[src/rtl/id_forward_hazard_unit_pkg.sv]
// Shared constants and tag-entry layout for the ID-stage forwarding/hazard unit.
// A tag entry is packed as {rd, wen, is_load}, is_load in bit 0.
package id_forward_hazard_unit_pkg;

    localparam int STG_EX     = 0;
    localparam int STG_MEM    = 1;
    localparam int FWD_SRC_RF = 0;

    localparam int TAG_LOAD_BIT = 0;
    localparam int TAG_WEN_BIT  = 1;
    localparam int TAG_RD_LSB   = 2;

    // Width of one packed tag entry for a given register address width.
    function automatic int tag_w(input int reg_aw);
        return reg_aw + 2;
    endfunction

    // WB is always the oldest tracked stage.
    function automatic int stg_wb(input int num_stg);
        return num_stg - 1;
    endfunction

endpackage

[src/rtl/id_forward_hazard_unit_operand_sel.sv]
// Per-operand resolver: youngest-match priority, readiness, data mux and stall term.
module id_fwd_operand_sel
    import id_forward_hazard_unit_pkg::*;
#(
    parameter int DATA_W   = 32,
    parameter int REG_AW   = 5,
    parameter int NUM_STG  = 3,
    parameter int LOAD_RDY = 2
) (
    input  logic [NUM_STG*(REG_AW+2)-1:0] i_tags,
    input  logic [REG_AW-1:0]             i_reg,
    input  logic                          i_use,
    input  logic                          i_id_valid,
    input  logic                          i_early,
    input  logic [DATA_W-1:0]             i_rf_data,
    input  logic [(NUM_STG-1)*DATA_W-1:0] i_stg_data,
    output logic [DATA_W-1:0]             o_data,
    output logic [$clog2(NUM_STG+1)-1:0]  o_src,
    output logic                          o_stall
);

    localparam int TAG_W = tag_w(REG_AW);
    localparam int FWD_W = $clog2(NUM_STG + 1);

    logic w_hit;
    int   w_win;
    logic w_win_load;
    logic w_ready;

    // Scan oldest to youngest so the youngest match is the one left standing.
    always_comb begin
        w_hit      = 1'b0;
        w_win      = STG_EX;
        w_win_load = 1'b0;
        for (int k = NUM_STG - 1; k >= 0; k--) begin
            if (i_tags[k*TAG_W + TAG_WEN_BIT] &&
                (i_tags[k*TAG_W + TAG_RD_LSB +: REG_AW] == i_reg) &&
                (i_reg != '0)) begin
                w_hit      = 1'b1;
                w_win      = k;
                w_win_load = i_tags[k*TAG_W + TAG_LOAD_BIT];
            end
        end
    end

    assign w_ready = w_hit && (w_win != STG_EX) && !(w_win_load && (w_win < LOAD_RDY));

    assign o_stall = i_id_valid && i_use && w_hit &&
                     (i_early ? !w_ready : ((w_win == STG_EX) && w_win_load));

    always_comb begin
        o_data = i_rf_data;
        o_src  = FWD_W'(FWD_SRC_RF);
        if (w_ready) begin
            for (int k = STG_MEM; k < NUM_STG; k++) begin
                if (k == w_win) begin
                    o_data = i_stg_data[(k-1)*DATA_W +: DATA_W];
                    o_src  = FWD_W'(k + 1);
                end
            end
        end
    end

endmodule

[src/rtl/id_forward_hazard_unit.sv]
// ID-stage forwarding and hazard unit with its own destination-tag pipeline
// and a saturating stall-cycle counter.
module id_forward_hazard_unit
    import id_forward_hazard_unit_pkg::*;
#(
    parameter int DATA_W   = 32,
    parameter int REG_AW   = 5,
    parameter int NUM_STG  = 3,
    parameter int LOAD_RDY = 2,
    parameter int CNT_W    = 16
) (
    input  logic                          clk,
    input  logic                          rst,
    input  logic                          pipe_hold,
    input  logic                          ex_flush,
    input  logic                          id_valid,
    input  logic [REG_AW-1:0]             id_rs,
    input  logic [REG_AW-1:0]             id_rt,
    input  logic                          id_use_rs,
    input  logic                          id_use_rt,
    input  logic                          id_early,
    input  logic [REG_AW-1:0]             id_rd,
    input  logic                          id_wen,
    input  logic                          id_is_load,
    input  logic [DATA_W-1:0]             rf_rs_data,
    input  logic [DATA_W-1:0]             rf_rt_data,
    input  logic [(NUM_STG-1)*DATA_W-1:0] stg_data,
    output logic [DATA_W-1:0]             rs_data,
    output logic [DATA_W-1:0]             rt_data,
    output logic [$clog2(NUM_STG+1)-1:0]  fwd_src_rs,
    output logic [$clog2(NUM_STG+1)-1:0]  fwd_src_rt,
    output logic                          stall,
    output logic [CNT_W-1:0]              stall_cnt
);

    localparam int TAG_W = tag_w(REG_AW);

    logic [TAG_W-1:0]         r_tag [NUM_STG];
    logic [CNT_W-1:0]         r_stall_cnt;
    logic [NUM_STG*TAG_W-1:0] w_tags_flat;
    logic [TAG_W-1:0]         w_ex_entry;
    logic                     w_stall_rs;
    logic                     w_stall_rt;

    always_comb begin
        w_tags_flat = '0;
        for (int k = 0; k < NUM_STG; k++) begin
            w_tags_flat[k*TAG_W +: TAG_W] = r_tag[k];
        end
    end

    // A stalled or flushed ID instruction enters EX as an all-zero bubble.
    always_comb begin
        w_ex_entry = '0;
        if (!stall && !ex_flush) begin
            w_ex_entry[TAG_RD_LSB +: REG_AW] = id_rd;
            w_ex_entry[TAG_WEN_BIT]          = id_wen && id_valid && (id_rd != '0);
            w_ex_entry[TAG_LOAD_BIT]         = id_is_load;
        end
    end

    always_ff @(posedge clk or posedge rst) begin
        if (rst) begin
            for (int k = 0; k < NUM_STG; k++) begin
                r_tag[k] <= '0;
            end
        end else if (!pipe_hold) begin
            for (int k = stg_wb(NUM_STG); k > STG_EX; k--) begin
                r_tag[k] <= r_tag[k-1];
            end
            r_tag[STG_EX] <= w_ex_entry;
        end
    end

    always_ff @(posedge clk or posedge rst) begin
        if (rst) begin
            r_stall_cnt <= '0;
        end else if (!pipe_hold && stall && (r_stall_cnt != '1)) begin
            r_stall_cnt <= r_stall_cnt + 1'b1;
        end
    end

    id_fwd_operand_sel #(
        .DATA_W   (DATA_W),
        .REG_AW   (REG_AW),
        .NUM_STG  (NUM_STG),
        .LOAD_RDY (LOAD_RDY)
    ) u_sel_rs (
        .i_tags     (w_tags_flat),
        .i_reg      (id_rs),
        .i_use      (id_use_rs),
        .i_id_valid (id_valid),
        .i_early    (id_early),
        .i_rf_data  (rf_rs_data),
        .i_stg_data (stg_data),
        .o_data     (rs_data),
        .o_src      (fwd_src_rs),
        .o_stall    (w_stall_rs)
    );

    id_fwd_operand_sel #(
        .DATA_W   (DATA_W),
        .REG_AW   (REG_AW),
        .NUM_STG  (NUM_STG),
        .LOAD_RDY (LOAD_RDY)
    ) u_sel_rt (
        .i_tags     (w_tags_flat),
        .i_reg      (id_rt),
        .i_use      (id_use_rt),
        .i_id_valid (id_valid),
        .i_early    (id_early),
        .i_rf_data  (rf_rt_data),
        .i_stg_data (stg_data),
        .o_data     (rt_data),
        .o_src      (fwd_src_rt),
        .o_stall    (w_stall_rt)
    );

    assign stall     = w_stall_rs || w_stall_rt;
    assign stall_cnt = r_stall_cnt;

endmodule

[config.mk]
export PLATFORM = sky130hd
export DESIGN_NAME = id_forward_hazard_unit
export DESIGN_NICKNAME = d
export VERILOG_FILES = /design/src/rtl/id_forward_hazard_unit_pkg.sv /design/src/rtl/id_forward_hazard_unit_operand_sel.sv /design/src/rtl/id_forward_hazard_unit.sv
export SDC_FILE = /design/constraint.sdc
export NUM_CORES = 1
export LEC_CHECK = 0
export ABC_CLOCK_PERIOD_IN_PS = 4000
export CORE_MARGIN = 2
export CORE_UTILIZATION = 35
export CTS_BUF_LIST = sky130_fd_sc_hd__clkbuf_8
export DETAILED_ROUTE_END_ITERATION = 6
export PLACE_DENSITY = 0.79
export SYNTH_ARGS = -nofsm -noshare
export SYNTH_HDL_FRONTEND = slang
export SYNTH_SLANG_ARGS = --single-unit
export TNS_END_PERCENT = 5
[constraint.sdc]
create_clock -name clk -period 4 [get_ports clk]
set_input_delay 0.8 -clock clk [delete_from_list [all_inputs] [get_ports clk]]
set_output_delay 0.8 -clock clk [all_outputs]
set_load 0.005 [all_outputs]
* After elaboration in Yosys (flattened, before gate mapping)
Cells that the tools add are included.
** Operators by class
- Mux-type cells :: 33
- Reduce and logical (&&, ||, !) cells :: 46
- Equality and inequality tests :: 11
- Magnitude comparators :: 2
- Add/subtract/negate cells :: 1
** Operator list (number)
- two-way mux 32 bit :: 6
- logical NOT 32 bit :: 2
- nonzero test 32 bit :: 2
- logical AND 1 bit :: 31
- equality test 5 bit :: 6
- two-way mux 2 bit :: 12
- adder 16 x 1 -> 16 bit, second input constant :: 1
- != test 16 bit, second input constant :: 1
- nonzero test 5 bit :: 3
- two-way mux 1 bit :: 14
- logical NOT 1 bit :: 7
- two-way mux 7 bit :: 1
- equality test 1 x 2 -> 1 bit, first input constant :: 2
- equality test 2 bit, first input constant :: 2
- < comparator 2 bit, second input constant :: 2
- logical OR 1 bit :: 1
** Storage, ports and cells
- Input port bits :: 153
- Output and inout port bits :: 85
- Logic and storage cells :: 97
- Register bits :: 37

* Logic depth before layout (Yosys ltp)
Gate-level depths: netlist (run 1).
- Depth in word-level cells :: 17
- Mapped depth :: 13
- Mapped depth without buffers :: 13

* By module
From an unflattened synthesis (run 1), not the netlist that was laid out.
** Second synthesis, totals
- Cell total of the unflattened synthesis :: 474
- Area total of the unflattened synthesis :: 3875.0 sq um
** Modules (own cells, without submodules)
- id_fwd_operand_sel :: seq. area each 0.0 sq um, cells each 175, times used 2, area an instance 1123.6 sq um
- id_forward_hazard_unit :: seq. area each 925.9 sq um, cells each 124, times used 1, area an instance 1627.8 sq um

* Least setup slack after synthesis (run 1)
No wires, ideal clock.
- Kind :: in2out
- Start :: in id_rt[1]
- End :: out rt_data[22]
- Cell stages on the path :: 13
- Required time :: 3200 ps
- Arrival time :: 3255 ps
- Path slack :: -55 ps
- Buffers on the path :: 2
- Path through :: xnor2_1 > nand4_1 > or3b_2 > nor2_1 > inv_1 > ha_1 > a21o_1 > a31oi_1 > and2_1 > clkbuf_1 > clkbuf_1 > a22oi_1 > o21ai_0
** On the way
- Longest elaborated chain between the ends :: 11
- Elaborated cells between the ends (all ways) :: 30
- Those cells by class :: 1 x order compare; 5 x eq/ne; 12 x mux; 12 x reduce/logical
** Ends and longest elaborated chain
- start, declared :: line id_forward_hazard_unit.sv:18 : input logic [REG_AW-1:0] id_rt,
- equality test 5 bit :: line id_forward_hazard_unit_operand_sel.sv:37 : (i_tags[k*TAG_W + TAG_RD_LSB +: REG_AW] == i_reg) &&
- logical AND 1 bit :: line id_forward_hazard_unit_operand_sel.sv:36 : if (i_tags[k*TAG_W + TAG_WEN_BIT] &&
- logical AND 1 bit :: line id_forward_hazard_unit_operand_sel.sv:37
- two-way mux 2 bit (3 in series) :: line id_forward_hazard_unit_operand_sel.sv:36
- < comparator 2 bit :: line id_forward_hazard_unit_operand_sel.sv:46 : assign w_ready = w_hit && (w_win != STG_EX) && !(w_win_load && (w_win < LOAD_RDY));
- logical AND 1 bit :: line id_forward_hazard_unit_operand_sel.sv:46
- logical NOT 1 bit :: line id_forward_hazard_unit_operand_sel.sv:46
- logical AND 1 bit :: line id_forward_hazard_unit_operand_sel.sv:46
- two-way mux 32 bit * :: line id_forward_hazard_unit_operand_sel.sv:54 : if (w_ready) begin
- end, declared :: line id_forward_hazard_unit.sv:29 : output logic [DATA_W-1:0] rt_data,
Mark *: on every way between the ends. The rest lies on a longest branch, timed or not.

* Worst setup path after layout (run 1)
- Start :: in id_rs[0]
- End :: out rs_data[19]
** On the way
- Longest elaborated chain between the ends :: 11
- Elaborated cells between the ends (all ways) :: 30
- Those cells by class :: 1 x order compare; 5 x eq/ne; 12 x mux; 12 x reduce/logical
** Ends and longest elaborated chain
- start, declared :: line id_forward_hazard_unit.sv:17 : input logic [REG_AW-1:0] id_rs,
- equality test 5 bit :: line id_forward_hazard_unit_operand_sel.sv:37
- logical AND 1 bit :: line id_forward_hazard_unit_operand_sel.sv:36
- logical AND 1 bit :: line id_forward_hazard_unit_operand_sel.sv:37
- two-way mux 2 bit (3 in series) :: line id_forward_hazard_unit_operand_sel.sv:36
- < comparator 2 bit :: line id_forward_hazard_unit_operand_sel.sv:46
- logical AND 1 bit :: line id_forward_hazard_unit_operand_sel.sv:46
- logical NOT 1 bit :: line id_forward_hazard_unit_operand_sel.sv:46
- logical AND 1 bit :: line id_forward_hazard_unit_operand_sel.sv:46
- two-way mux 32 bit * :: line id_forward_hazard_unit_operand_sel.sv:54
- end, declared :: line id_forward_hazard_unit.sv:28 : output logic [DATA_W-1:0] rs_data,
Marks and branches as above.

==> results.toml, run 1 <==
[place]
place_area_sq_um = 6850
io_buffers = 237
post-place-ws_ns = -1.01
place.gp.congestion = 0.945
dp_hpwl_microns = 14700

[drt]
avgRoutedWirePerCell_microns = 22.1
final_antenna_net_count = 0
initialDrtViolationCount = 745
first_pass_iters = 6
avgViaCountPerCell = 6.02
vias = 5652
wirelength_microns = 20700
drc = 0

[pwr]
p_leak_nw = 3.11
power.share.clock = 0.261
irDropWorstVdd_mv = 0.257
pwr-share-seq = 0.348
powerDensity_nw_per_um2 = 167
swShare = 0.285
intPower_w = 0.000892
p_sw_w = 0.000356
p_comb_frac = 0.390

[floorplan]
die_w_microns = 110
core_area_sq_um = 10900
placementRows = 38
die_y_microns = 110
top_level_ports = 238
die-area_sq_um = 12000
start_util = 0.359

[logic_synthesis]
syn_area_sq_um = 3910
synth_area_leaders = "dfrtp_1 (24%), a22oi_1 (18%), o21ai_0 (7.5%)"
async_flop_share = 1.00
synth_most_common_cell = "a22oi_1"
synthCells = 487
synth-edff-count = 0
synth.distinct_cells = 50
yosys_warnings = 0
synth_commonest_cells = "a22oi_1 (95), o21ai_0 (59), dfrtp_1 (37)"
avgSynthCellArea_sq_um = 8.04
ys_seq_area_frac = 0.237
synth_top_area_frac = 0.237
yosysTopAreaCell = "dfrtp_1"
synth_ff_type = "dfrtp_1"
ys_ff_latch = 37
postSynthNetCount = 647

[cts]
clkLatencyLatePin_ns = 0.29
cts_tree = "done"
cts_sinks = 37
clockBufferDepth = 2
cts_buffers = 5
root_buffer = "clkbuf_8"
clk_pin_slew_ns = 0.07
holdBufCountCts = 0
htreeDepth = 2

[worst_setup_path]
cp_slowest_cell = "nor4_2"
crit_path_start_kind = "input pin"
r2r_end = "stall_cnt[4]"
crit_type = "input pin to output port"
r2r_slack_ns = 0.66
cp_max_fo = 8
critPathMaxStageDelay_ns = 0.43
crit_path_end = "rs_data[19]"
crit_chain = "clkbuf_2 > buf_4 > xor2_2 > nor4_2 > and4_4 > buf_4 > buf_4 > a211oi_2 > a211o_4 > buf_6 > nor2_4 > buf_6 > buf_12 > buf_16 > a22oi_2 > o21ai_1 > buf_2"
startpoint = "id_rs[0]"
r2r-start = "r_tag[13]"
rr_worst_depth = 15
endpoint_kind = "output port"
critPathRequiredTime_ns = 3.20
crit_arrival_ns = 3.51
path_common_cell = "buf_4"

[layout]
fin_area_sq_um = 7480
layout.nets = 958
area.growth.synth_to_final_pct = 91.1
nFillCells = 850
antennaDiodeCount = 0
drive_above_1_share = 0.337

[timing]
fin_crit_sh = 1.08
finalSetupViolCount = 42
fmax_mhz = 232
rsz0062_at_grt = "yes"
drv_slew = 0
min_period_ns = 4.31
timing.slew.headroom = 0.703
tightest_slew_ns = 0.446
hold_violations = 0
skew_ns = 0.00455
fin_ws_ns = -0.311

[flow_run]
maxCapViolations = 0

[grt]
grt_max_degree = 49
grt.overflow.total = 0
grt_pass1_vias = 5552
grt_use_total = 0.327
antenna_found_initial = 0
grt_pass1_wl_microns = 30700

[run_status]
outcome = "finished, violations left"
violations = "setup timing"

[min_path]
hold_path_class = "flip-flop to flip-flop"
worst min path at each step:
stage	cells after the start	from	to
after floorplan	2	r_tag[0]	r_tag[0]
after global placement	1	stall_cnt[15]	stall_cnt[15]
after detailed placement	1	stall_cnt[8]	stall_cnt[8]
after CTS	1	stall_cnt[8]	stall_cnt[8]
after global routing	1	stall_cnt[8]	stall_cnt[8]
final	1	stall_cnt[8]	stall_cnt[8]
layout make-up:
cell class | count | area, sq um | area share
Clock buffer | 6 | 82.6 | 0.0110
Clock inverter | 2 | 33.8 | 0.00452
Inverter | 13 | 48.8 | 0.00652
Multi-Input combinational cell | 396 | 3070 | 0.410
Sequential cell | 37 | 926 | 0.124
Tap cell | 140 | 175 | 0.0234
Timing Repair Buffer | 345 | 3150 | 0.421
registers in the layout, indices dropped and copies added (netlist names):
signal	count
r_tag	21
stall_cnt	16
logic make-up (layout without fill, tap and decap cells):
family,Yosys count,after routing,share of synthesized area
adders and majority gates,7,7,0.0224
buffers and inverters,54,366,0.0566
and+or+nand+nor,111,111,0.175
AOI/OAI and AO/OA,219,219,0.369
DFF,37,37,0.237
xor gates and xnor gates,44,44,0.0985
muxes,15,15,0.0428
worst max-delay path, delay by kind of cell:
family          cells  cell delay [ns]
compound gates      4             0.53
xor+xnor            1             0.15
buf+inv             9             1.20
simple gates        3             0.84
stage by stage:
step | instances | hold slack (ns) | TNS, ns | utilization | power, W
finish | 939 | 0.510 | -9.39 | 0.687 | 0.00125
global route | 939 | 0.530 | -14.96 | 0.687 | 0.00131
CTS | 934 | 0.504 | -9.89 | 0.670 | 0.00123
detailed placement | 890 | 0.490 | -63.21 | 0.629 | 0.000914
global placement | 890 | 0.483 | -60.10 | 0.629 | 0.000903
floorplan | 487 | 0.471 | -0.652 | - | 0.000594
layer usage:
layer | global-route usage | vias up | share of wire
li1 | - | 2532 | -
met1 | 0.397 | 2717 | 0.38
met2 | 0.552 | 332 | 0.48
met3 | 0.0871 | 71 | 0.095
met4 | 0.120 | 0 | 0.045
met5 | 0 | - | 0
repair_timing:
action                                  CTS  global route
pin swaps                                29            14
endpoints found under the hold margin     0             0
cloned                                    7             0
buffers inserted                         29             5
endpoints found under the setup margin   69            68
resized for setup                       409            49
power groups by stage:
stage	logic (W)	registers (W)	clock network (W)
after floorplan	0.000165	0.000429	0
after global placement	0.000467	0.000436	0
after detailed placement	0.000476	0.000438	0
after CTS	0.000464	0.000431	0.000333
after global routing	0.000520	0.000438	0.000347
final	0.000487	0.000434	0.000326
cell usage in the layout (no fill, tap or decap), drive strengths merged, types with 16 or more instances in the layout:
| cell type | Yosys | final |
|---|---|---|
| a31oi | 35 | 35 |
| clkdlybuf4s50 | 0 | 158 |
| nor2b | 32 | 32 |
| xnor2 | 17 | 17 |
| buf | 7 | 180 |
| nor4 | 16 | 16 |
| dfrtp | 37 | 37 |
| xor2 | 27 | 27 |
| a22oi | 95 | 95 |
| o21ai | 67 | 67 |
Note: power is estimated with default switching activity, not from simulation.
==> run 2, diff against run 1 <==
Settings changed: CTS_CLUSTER_DIAMETER from default to 60.
==> results of run 2 <==
Final layout, timing and power as in run 1 (identical DEF).
